**config.mk**
```make
export PLATFORM = sky130hd
export DESIGN_NAME = remote_transmitter
export DESIGN_NICKNAME = d
export VERILOG_FILES = /design/src/rtl/remote_pkg.sv /design/src/rtl/remote_transmitter.sv
export SDC_FILE = /design/constraint.sdc
export NUM_CORES = 1
export LEC_CHECK = 0
export ABC_AREA = 1
export CELL_PAD_IN_SITES_DETAIL_PLACEMENT = 0
export CELL_PAD_IN_SITES_GLOBAL_PLACEMENT = 2
export CORE_UTILIZATION = 39
export CTS_CLUSTER_DIAMETER = 150
export DETAILED_ROUTE_END_ITERATION = 10
export GPL_ROUTABILITY_DRIVEN = 0
export PLACE_DENSITY = 0.81
export SYNTH_ARGS = -nofsm -noshare
export SYNTH_HDL_FRONTEND = slang
export SYNTH_SLANG_ARGS = --single-unit
```
**constraint.sdc**
```tcl
create_clock -name clk -period 2.9 [get_ports clk]
set_input_delay 0.58 -clock clk [delete_from_list [all_inputs] [get_ports clk]]
set_output_delay 0.58 -clock clk [all_outputs]
set_load 0.005 [all_outputs]
```
**src/rtl/remote_pkg.sv**
```systemverilog
// Shared definitions for the IR remote frame transmitter: state encoding,
// frame geometry and the frame builder used by the RTL and receiver models.
package remote_pkg;

  typedef enum logic [2:0] {
    S_IDLE,
    S_LEAD,
    S_ADDR,
    S_ADDR_N,
    S_DATA,
    S_DATA_N,
    S_GUARD
  } state_t;

  localparam int LEAD_BITS  = 2;
  localparam int BYTE_BITS  = 8;
  localparam int FRAME_BITS = LEAD_BITS + 4 * BYTE_BITS;

  // Bit k of the result is the k-th bit on the wire.
  function automatic logic [FRAME_BITS-1:0] remote_frame(input logic [7:0] addr,
                                                         input logic [7:0] key);
    return {~key, key, ~addr, addr, 2'b00};
  endfunction

endpackage

```
**src/rtl/remote_transmitter.sv**
```systemverilog
// IR remote frame transmitter: leader, address, ~address, key, ~key, then guard.
// Optional back-to-back repeat while send is held: define REMOTE_TX_REPEAT_EN.
module remote_transmitter
  import remote_pkg::*;
#(
  parameter logic [7:0] ADDR       = 8'h00,
  parameter int         GUARD_BITS = 4
) (
  input  logic       clk,
  input  logic       rst,
  input  logic [7:0] tecla,
  input  logic       send,
  output logic       serial,
  output logic       busy,
  output logic       done
);

  localparam int              GW         = (GUARD_BITS > 1) ? $clog2(GUARD_BITS) : 1;
  localparam logic [GW-1:0]   GUARD_LAST = GW'(GUARD_BITS - 1);
  localparam logic [2:0]      LEAD_LAST  = 3'(LEAD_BITS - 1);
  localparam logic [2:0]      BYTE_LAST  = 3'(BYTE_BITS - 1);

  state_t                  state, state_nxt;
  logic [2:0]              bit_cnt, bit_cnt_nxt;
  logic [GW-1:0]           guard_cnt, guard_cnt_nxt;
  logic [7:0]              key;
  logic                    arm;
  logic [FRAME_BITS-1:0]   shift;
  logic [FRAME_BITS-1:0]   frame_load;
  logic [7:0]              load_key;
  logic                    load, start, shift_en, repeat_go;
  logic                    serial_nxt, busy_nxt, done_nxt;

`ifdef REMOTE_TX_REPEAT_EN
  assign repeat_go = send;
`else
  assign repeat_go = 1'b0;
`endif

  // A repeat reloads from the latched key; a fresh start takes tecla directly.
  assign start      = (state == S_IDLE) && send && arm;
  assign load_key   = (state == S_GUARD) ? key : tecla;
  assign frame_load = remote_frame(ADDR, load_key);

  always_comb begin
    state_nxt     = state;
    bit_cnt_nxt   = bit_cnt;
    guard_cnt_nxt = guard_cnt;
    load          = 1'b0;
    shift_en      = 1'b0;
    case (state)
      S_IDLE: begin
        if (start) begin
          load        = 1'b1;
          state_nxt   = S_LEAD;
          bit_cnt_nxt = 3'd0;
        end
      end
      S_LEAD: begin
        shift_en = 1'b1;
        if (bit_cnt == LEAD_LAST) begin
          state_nxt   = S_ADDR;
          bit_cnt_nxt = 3'd0;
        end else begin
          bit_cnt_nxt = bit_cnt + 3'd1;
        end
      end
      S_ADDR, S_ADDR_N, S_DATA, S_DATA_N: begin
        shift_en    = 1'b1;
        bit_cnt_nxt = bit_cnt + 3'd1;
        if (bit_cnt == BYTE_LAST) begin
          case (state)
            S_ADDR:   state_nxt = S_ADDR_N;
            S_ADDR_N: state_nxt = S_DATA;
            S_DATA:   state_nxt = S_DATA_N;
            default: begin
              state_nxt     = S_GUARD;
              guard_cnt_nxt = '0;
            end
          endcase
        end
      end
      S_GUARD: begin
        if (guard_cnt == GUARD_LAST) begin
          if (repeat_go) begin
            load        = 1'b1;
            state_nxt   = S_LEAD;
            bit_cnt_nxt = 3'd0;
          end else begin
            state_nxt = S_IDLE;
          end
        end else begin
          guard_cnt_nxt = guard_cnt + 1'b1;
        end
      end
      default: state_nxt = S_IDLE;
    endcase
  end

  // Ones are shifted in behind the frame, so the line idles high once drained.
  assign serial_nxt = load ? frame_load[0] : (shift_en ? shift[0] : 1'b1);
  assign busy_nxt   = (state_nxt != S_IDLE);
  assign done_nxt   = (state_nxt == S_GUARD) && (guard_cnt_nxt == GUARD_LAST);

  always_ff @(posedge clk or posedge rst) begin
    if (rst) begin
      state     <= S_IDLE;
      bit_cnt   <= 3'd0;
      guard_cnt <= '0;
      key       <= 8'h00;
      arm       <= 1'b1;
      serial    <= 1'b1;
      busy      <= 1'b0;
      done      <= 1'b0;
    end else begin
      state     <= state_nxt;
      bit_cnt   <= bit_cnt_nxt;
      guard_cnt <= guard_cnt_nxt;
      serial    <= serial_nxt;
      busy      <= busy_nxt;
      done      <= done_nxt;
      if (start)
        key <= tecla;
      if (start)
        arm <= 1'b0;
      else if (!send)
        arm <= 1'b1;
    end
  end

  always_ff @(posedge clk) begin
    if (load)
      shift <= {1'b1, frame_load[FRAME_BITS-1:1]};
    else if (shift_en)
      shift <= {1'b1, shift[FRAME_BITS-1:1]};
  end

endmodule
```
==> flow_summary.ini, run 1 <==
[outcome]
status = complete, no violations

[drt]
wl_um = 3410
drc = 0
drt_iter0_drc = 85
dr.pass1.iters = 4
vias = 1280
wl_per_cell_um = 12.2
ant_nets = 0
via_per_inst = 4.59

[pwr]
p_leak_nw = 1.02
powerDensity_nw_per_um2 = 1080
power_w = 0.00233
ir_drop_mv = 0.563

[setup_path]
r2r-end = shift[32]
cp_num_buf_inv = 1
timing.critical_path.slowest_cell_delay_ns = 0.52
rr_startpoint = state[0]
reg2reg_depth = 6
path_cells = clkdlybuf4s50_1
startpoint = serial
cp.depth = 1
cp.required_ns = 2.32
crit_path_end = serial
path_max_fanout = 1
worstSetupPathType = register to primary output
crit_slowest_cell = dfstp_2
worstPathArrival_ns = 1.30
worst_setup_path_end_kind = primary output
cp_top_family = flip-flops
reg2reg_slack_ns = 1.20
startpoint_type = register

[sta]
slew_headroom = 0.662
whs_ns = 0.451
setup-violations-final = 0
rsz0062_at_grt = no
fmax_mhz = 532
period_share = 0.649
fin_setup_tns_ns = 0
tightest_slew_ns = 0.507
finalCriticalPeriod_ns = 1.88
skew_ns = 0.00772
slew_violations = 0
setup_ws_ns = 1.02
final_hold_viol_count = 0

[synth]
syn_area_um2 = 1910
synthCells = 197
yosysWarnings = 0
yosys_register_bits = 46
synthArstFlopShare = 0.283
syn_nets = 211
synth_edf_count = 16
synthDistinctLibCells = 29
synthFlopType = dfxtp_1
synth.avg_cell_area_um2 = 9.71
ys_seq_area_frac = 0.600

[floorplan]
start_util = 0.405
boundaryPins = 14
die_x_um = 72.0
fp.dieH_um = 72.0
rows = 25
core_area_um2 = 4720
die_area_um2 = 5190

[global_routing]
met2_usage = 0.248
grt_max_degree = 30
grt_use_total = 0.150
met3_usage = 0.0431
grtUsageMet1 = 0.185
grt_first_pass_wirelength_um = 5890
grt-busiest-layer = met2
grt_pass1_vias = 1308
antenna_found_initial = 0
gr-total-overflow = 0

[flow_run]
cap_violations = 0

[place]
placed_area_um2 = 2070
pre_cts_ws_ns = 0.717
port_buffers = 13
hpwl_um = 2420

[cts]
hold_buffers = 0
post_cts_resized = 0
clock_path_buffers = 2
path_clk_slew_ns = 0.08
numCtsBuffers = 5
cts_sinks = 46
clk-insertion-delay-late_ns = 0.29
tritoncts = built
clock-root-buffer = clkbuf_8
cts_setup_buffers = 0
htree_levels = 2

[finish]
fillCellCount = 467
fin_area_um2 = 2150
layout_common_cells = nand2_1 (47), inv_1 (30), dfxtp_1 (17)
drive_gt1_frac = 0.0991
nets = 225
syn_to_final_growth_pct = 12.6
layout_commonest_cell = nand2_1
diodes = 0

[hold_path]
hold_class = register to register
-- metrics by stage --
step	util	cells
2_1_floorplan	-	197
3_3_place_gp	0.438	271
3_5_place_dp	0.438	271
4_1_cts	0.456	279
5_1_grt	0.456	279
6_report	0.456	279
-- power by group --
| part | internal [W] | switching, W |
|---|---|---|
| registers | 0.00104 | 0.000105 |
| clock network | 0.000165 | 0.000211 |
| logic | 0.000287 | 0.000525 |
| total | 0.00149 | 0.000842 |
-- area by class of cell --
class	instances	area, um2	share of cell area
Sequential cell	46	1150	0.533
Tap cell	67	83.8	0.0389
Clock buffer	5	68.8	0.0319
Inverter	36	138	0.0639
Timing Repair Buffer	13	130	0.0604
Clock inverter	3	16.3	0.00755
Multi-Input combinational cell	109	569	0.264
-- cell usage after synthesis, types with 2 or more instances --
master	count	area, um2
ha_1	3	37.5
dfxtp_1	17	340
buf_6	4	45.0
a22oi_1	7	52.6
inv_1	30	113
a31oi_1	2	12.5
a21oi_1	3	15.0
nand2_1	47	176
dfstp_2	2	52.6
o22ai_1	11	68.8
nor2_1	12	45.0
dfrtp_1	11	275
o21ai_0	10	50.1
inv_2	5	18.8
nand3_1	2	10.0
o21ai_1	2	10.0
nand2_4	2	22.5
edfxtp_1	16	480
-- flip-flops by register name, indices dropped and copies added, names as in the netlist, 2 cells and up --
register	cells
state	3
shift	33
bit_cnt	3
guard_cnt	2
-- routing by layer --
layer / part of all wire / up-vias
li1: - / 666
met1: 0.46 / 595
met2: 0.49 / 14
met3: 0.029 / 5
met4: 0.016 / 0
met5: 0 / -
-- logic make-up after synthesis --
| family | count (synthesis) | synth area share |
|---|---|---|
| adders and majority gates | 3 | 0.0196 |
| and+or+nand+nor | 69 | 0.160 |
| buffers and inverters | 42 | 0.102 |
| DFF | 46 | 0.600 |
| AOI/OAI and AO/OA | 37 | 0.118 |
-- worst min path at each step --
stage,from,to,slack [ns],cells past startpoint
CTS,shift[0],serial,0.46,2
global placement,shift[16],shift[16],0.45,2
global route,shift[0],serial,0.48,2
floorplan,shift[0],serial,0.40,2
finish,shift[0],serial,0.45,2
detailed placement,shift[0],serial,0.45,2
Note: power is estimated with default switching activity, not from simulation.
==> run 2, diff against run 1 <==
Settings changed: CORE_UTILIZATION 39 to 32, PLACE_DENSITY 0.81 to 0.71.
Clock period 2.9 ns to 1.7 ns, I/O delays scaled along.
==> run 2 against run 1 <==
Effect of this change: register-to-register slack got worse by 1.0 ns; non-clock buffer count up 5; die area is 21% higher; final cell count rose by 3.6%; worst setup slack worse by 0.83 ns; sequential share of layout area down 2.3 points; via count grew 3.4%; worst hold slack worse by 0.091 ns; clock power rose by 110%; sequential power is 71% higher; cell area grew 4.6%; utilization shrank 5.7 points; largest cell class unchanged.
==> flow_summary.ini, run 2 (synthesized netlist as in run 1, its figures left out) <==
[outcome]
status = complete, no violations

[sta]
finalCriticalPeriod_ns = 1.51
period_share = 0.890
slew_headroom = 0.662
slew_violations = 0
whs_ns = 0.359
fmax_mhz = 661
rsz0062_at_grt = no
fin_setup_tns_ns = 0
skew_ns = 0.0104
setup-violations-final = 0
tightest_slew_ns = 0.507
final_hold_viol_count = 0

[floorplan]
die_x_um = 79.3
die_area_um2 = 6290
boundaryPins = 14
start_util = 0.339
rows = 27
core_area_um2 = 5640
fp.dieH_um = 79.3

[setup_path]
path_max_fanout = 4
startpoint_type = register
crit_slowest_cell = dfrtp_1
cp_num_buf_inv = 2
worstSetupPathType = register to register
worstPathArrival_ns = 1.69
path_cells = ha_1, ha_1, nand2_1, inv_1, nand2_1, nand2_1, nor2_1, inv_1, nor2_1, nand2_1
timing.critical_path.slowest_cell_delay_ns = 0.42
worst_setup_path_end_kind = register
cp.required_ns = 1.88
path_common_cell = nand2_1
cp_top_family = simple AND/OR/NAND/NOR gates

[cts]
numCtsBuffers = 5
cts_setup_buffers = 0
cts_sinks = 46
clock-root-buffer = clkbuf_8
htree_levels = 2
clock_path_buffers = 2
path_clk_slew_ns = 0.09
hold_buffers = 0
tritoncts = built
clk-insertion-delay-late_ns = 0.29

[drt]
via_per_inst = 4.58
wl_per_cell_um = 11.7
vias = 1324
ant_nets = 0
wl_um = 3380
drt_iter0_drc = 61
dr.pass1.iters = 4
drc = 0

[finish]
fillCellCount = 574
nets = 230
drive_gt1_frac = 0.124
layout_common_cells = nand2_1 (47), inv_1 (30), dfxtp_1 (17)
fin_util = 0.399
multi_input_area_um2 = 569
syn_to_final_growth_pct = 17.8
layout_commonest_cell = nand2_1
diodes = 0
seq_area_um2 = 1150
top_regs = shift (33), bit_cnt (3), state (3)
largest_reg_flops = 33
regMostFlops = shift

[pwr]
power_w = 0.00433
clockPowerShare = 0.186
powerDensity_nw_per_um2 = 1920
switching_share = 0.343
seqPwrFrac = 0.450
ir_drop_mv = 0.576
p_leak_nw = 1.08
power_frac_comb = 0.364
internal_power_w = 0.00284
p_switching_w = 0.00149

[global_routing]
grt_use_total = 0.123
antenna_found_initial = 0
grt_pass1_vias = 1301
gr-total-overflow = 0
grt_max_degree = 23
grt_first_pass_wirelength_um = 5850

[place]
port_buffers = 13
hpwl_um = 2480

[flow_run]
cap_violations = 0

[hold_path]
hold_class = input pin to async pin
[run 2: cell types whose count changed in the layout (fill, tap and decap cells not counted)]
cell | previous run | this run
buf_12 | 0 | 2
clkinvlp_4 | 1 | 0
buf_4 | 0 | 3
dlymetal6s2s_1 | 0 | 1
clkinv_1 | 1 | 0
bufinv_16 | 0 | 1
inv_6 | 0 | 1
clkdlybuf4s50_1 | 13 | 12
[run 2: worst paths after layout]
| kind | slack (ns) | to | cells past startpoint | startpoint |
|---|---|---|---|---|
| setup reg to reg | 0.19 | busy | 10 | bit_cnt[0] |
| hold / removal | 0.36 | key[6] | 2 | rst |
| hold reg to reg | 0.46 | serial | 2 | shift[0] |
| max in group asynchronous | 0.98 | arm | 2 | rst |
| setup / recovery | 0.19 | busy | 10 | bit_cnt[0] |
| min in group clk | 0.46 | serial | 2 | shift[0] |
[run 2: area by class of cell]
type                    count  area share
repair buffers             18      0.0866
multi-input cells         109       0.253
inverters                  36      0.0611
clock buffers               5      0.0305
well taps                  72      0.0400
flip-flops and latches     46       0.510
clock inverters             3      0.0194
[run 2: metrics by stage]
| stage | worst slack (ns) | cell area (um2) | std cells |
|---|---|---|---|
| 2_1_floorplan | 0.303 | 1910 | 197 |
| 3_3_place_gp | 0.0588 | 2140 | 281 |
| 3_5_place_dp | 0.0291 | 2140 | 281 |
| 4_1_cts | 0.0175 | 2250 | 289 |
| 5_1_grt | 0.0168 | 2250 | 289 |
| 6_report | 0.187 | 2250 | 289 |
[run 2: worst reg2reg max path, stage by stage, from the launching register on]
cell	delay, ns
dfrtp_1	0.42
ha_1	0.21
ha_1	0.21
nand2_1	0.09
inv_1	0.05
nand2_1	0.06
nand2_1	0.05
nor2_1	0.12
inv_1	0.07
nor2_1	0.08
nand2_1	0.06
[run 2: layer usage]
layer / vias up / wire length (um) / part of all wire / track usage
li1: 677 / - / - / -
met1: 617 / 1510 / 0.45 / 0.148
met2: 26 / 1730 / 0.51 / 0.202
met3: 4 / 119 / 0.035 / 0.0368
met4: 0 / 22 / 0.0065 / 0.0509
met5: - / 0 / 0 / 0
[run 2: repair_timing]
action	4_1_cts	5_1_grt
endpoints found under the hold margin	0	0
endpoints found under the setup margin	0	1
resized for setup	0	1
[run 2: power by group through the flow]
stage	registers (W)	logic [W]	clock network, W
floorplan	0.00192	0.00118	0
global placement	0.00196	0.00154	0
detailed placement	0.00198	0.00160	0
CTS	0.00195	0.00161	0.000844
global route	0.00200	0.00180	0.000889
finish	0.00195	0.00158	0.000804
==> run 3, diff against run 2 <==
Settings changed: SETUP_SLACK_MARGIN set to 0.2.
==> run 3 against run 2 <==
Effect of this change: register-to-register slack better by 0.10 ns; final cell count up 0.69%; total power up 1.7%; utilization up 0.89 points; critical path depth down 4; sequential cell count unchanged; via count up 2.0%; global-route usage up 0.098 points; sequential power about the same; sequential share of layout area down 1.1 points; wire length up 0.80%.
==> flow_summary.ini, run 3 (synthesized netlist as in run 1, its figures left out) <==
[outcome]
status = complete, no violations

[drt]
met3_length_um = 118
drt_iter0_drc = 66
wl_met1_um = 1520
vias = 1351
dr.pass1.iters = 5
wl_per_cell_um = 11.7
route.met2.wl_um = 1730
ant_nets = 0
top_layer = met4
wl_um = 3410
drc = 0
via_per_inst = 4.64

[place]
place_inst = 281
port_buffers = 13
hpwl_um = 2480

[cts]
clk-insertion-delay-late_ns = 0.30
htree_levels = 2
clock-root-buffer = clkbuf_8
tritoncts = built
cts_sinks = 46
numCtsBuffers = 5
path_clk_slew_ns = 0.09
clock_path_buffers = 2

[sta]
setup-violations-final = 0
fin_setup_tns_ns = 0
tightest_slew_ns = 0.508
skew_ns = 0.00778
slew_violations = 0
period_share = 0.830
finalCriticalPeriod_ns = 1.41
slew_headroom = 0.661
rsz0062_at_grt = yes
fmax_mhz = 709
whs_ns = 0.360
final_hold_viol_count = 0

[finish]
fillCellCount = 567
nets = 232
final_cells = 291
regMostFlops = shift
layout_common_cells = nand2_1 (46), inv_1 (29), dfxtp_1 (17)
top_regs = shift (33), bit_cnt (3), state (3)
syn_to_final_growth_pct = 20.4
largest_reg_flops = 33
drive_gt1_frac = 0.164
diodes = 0
layout_commonest_cell = nand2_1

[global_routing]
grt_first_pass_wirelength_um = 5910
antenna_found_initial = 0
gr-total-overflow = 0
grt_use_total = 0.124
grt_max_degree = 23
grt_pass1_vias = 1308

[pwr]
p_leak_nw = 1.10
ir_drop_mv = 0.575
powerDensity_nw_per_um2 = 1910
power_w = 0.00440

[setup_path]
worst_setup_path_end_kind = register
cp.required_ns = 1.73
path_max_fanout = 22
worstPathArrival_ns = 1.44
worstSetupPathType = register to register
startpoint_type = register

[floorplan]
core_area_um2 = 5640
start_util = 0.339
fp.dieH_um = 79.3
die_area_um2 = 6290
die_x_um = 79.3
rows = 27
boundaryPins = 14

[flow_run]
cap_violations = 0

[hold_path]
hold_class = input pin to async pin
## run 3: cell count changes in the layout (fill, tap and decap cells not counted), sizes merged
cell	change
clkdlybuf4s50	-2
dlygate4sd2	+1
buf	+2
dlymetal6s2s	+1
## run 3: critical path: stages (launching register included)
cell and delay (ns):
dfrtp_1 0.47, nor2_4 0.17, nand2_2 0.09, nand2_4 0.12, inv_4 0.11, nand2_1 0.08
o21ai_0 0.09
## run 3: metrics by stage
| stage | cell area, um2 | worst slack, ns | util |
|---|---|---|---|
| after floorplan | 1910 | 0.303 | - |
| after global placement | 2140 | 0.0588 | 0.379 |
| after detailed placement | 2140 | 0.0291 | 0.379 |
| after CTS | 2260 | 0.205 | 0.400 |
| after global routing | 2300 | 0.180 | 0.408 |
| final | 2300 | 0.289 | 0.408 |
## run 3: power breakdown
part           total (W)  internal (W)  leakage, nW  switching, W
Sequential       0.00196       0.00177        0.462      0.000187
Clock           0.000803      0.000440       0.0585      0.000362
Combinational    0.00164      0.000674        0.580      0.000968
## run 3: worst paths after layout
path,start,endpoint,cells past startpoint,slack [ns]
setup / recovery,state[0],shift[27],6,0.29
max in group asynchronous,rst,arm,2,0.98
min in group clk,shift[0],serial,2,0.45
setup reg to reg,state[0],shift[27],6,0.29
hold reg to reg,shift[0],serial,2,0.45
hold / removal,rst,key[6],2,0.36
## run 3: timing repair
item	CTS	global route
pin swaps	0	1
buffers inserted	1	1
setup endpoints to repair	3	13
gates resized for setup	1	12
hold buffers	0	0
gates cloned	0	0
## run 3: final cells by class
cell class	count	area, um2	share of cell area
clock buffer	5	68.8	0.0299
tap	72	90.1	0.0391
inverter	36	140	0.0608
clock inverter	3	43.8	0.0190
timing repair buffer	20	211	0.0918
sequential	46	1150	0.499
multi-input combinational	109	601	0.261
## run 3: per-layer routing
metal	vias up	track usage
met1	636	0.150
met3	4	0.0368
met4	0	0.0509
met2	28	0.203
met5	-	0
li1	683	-
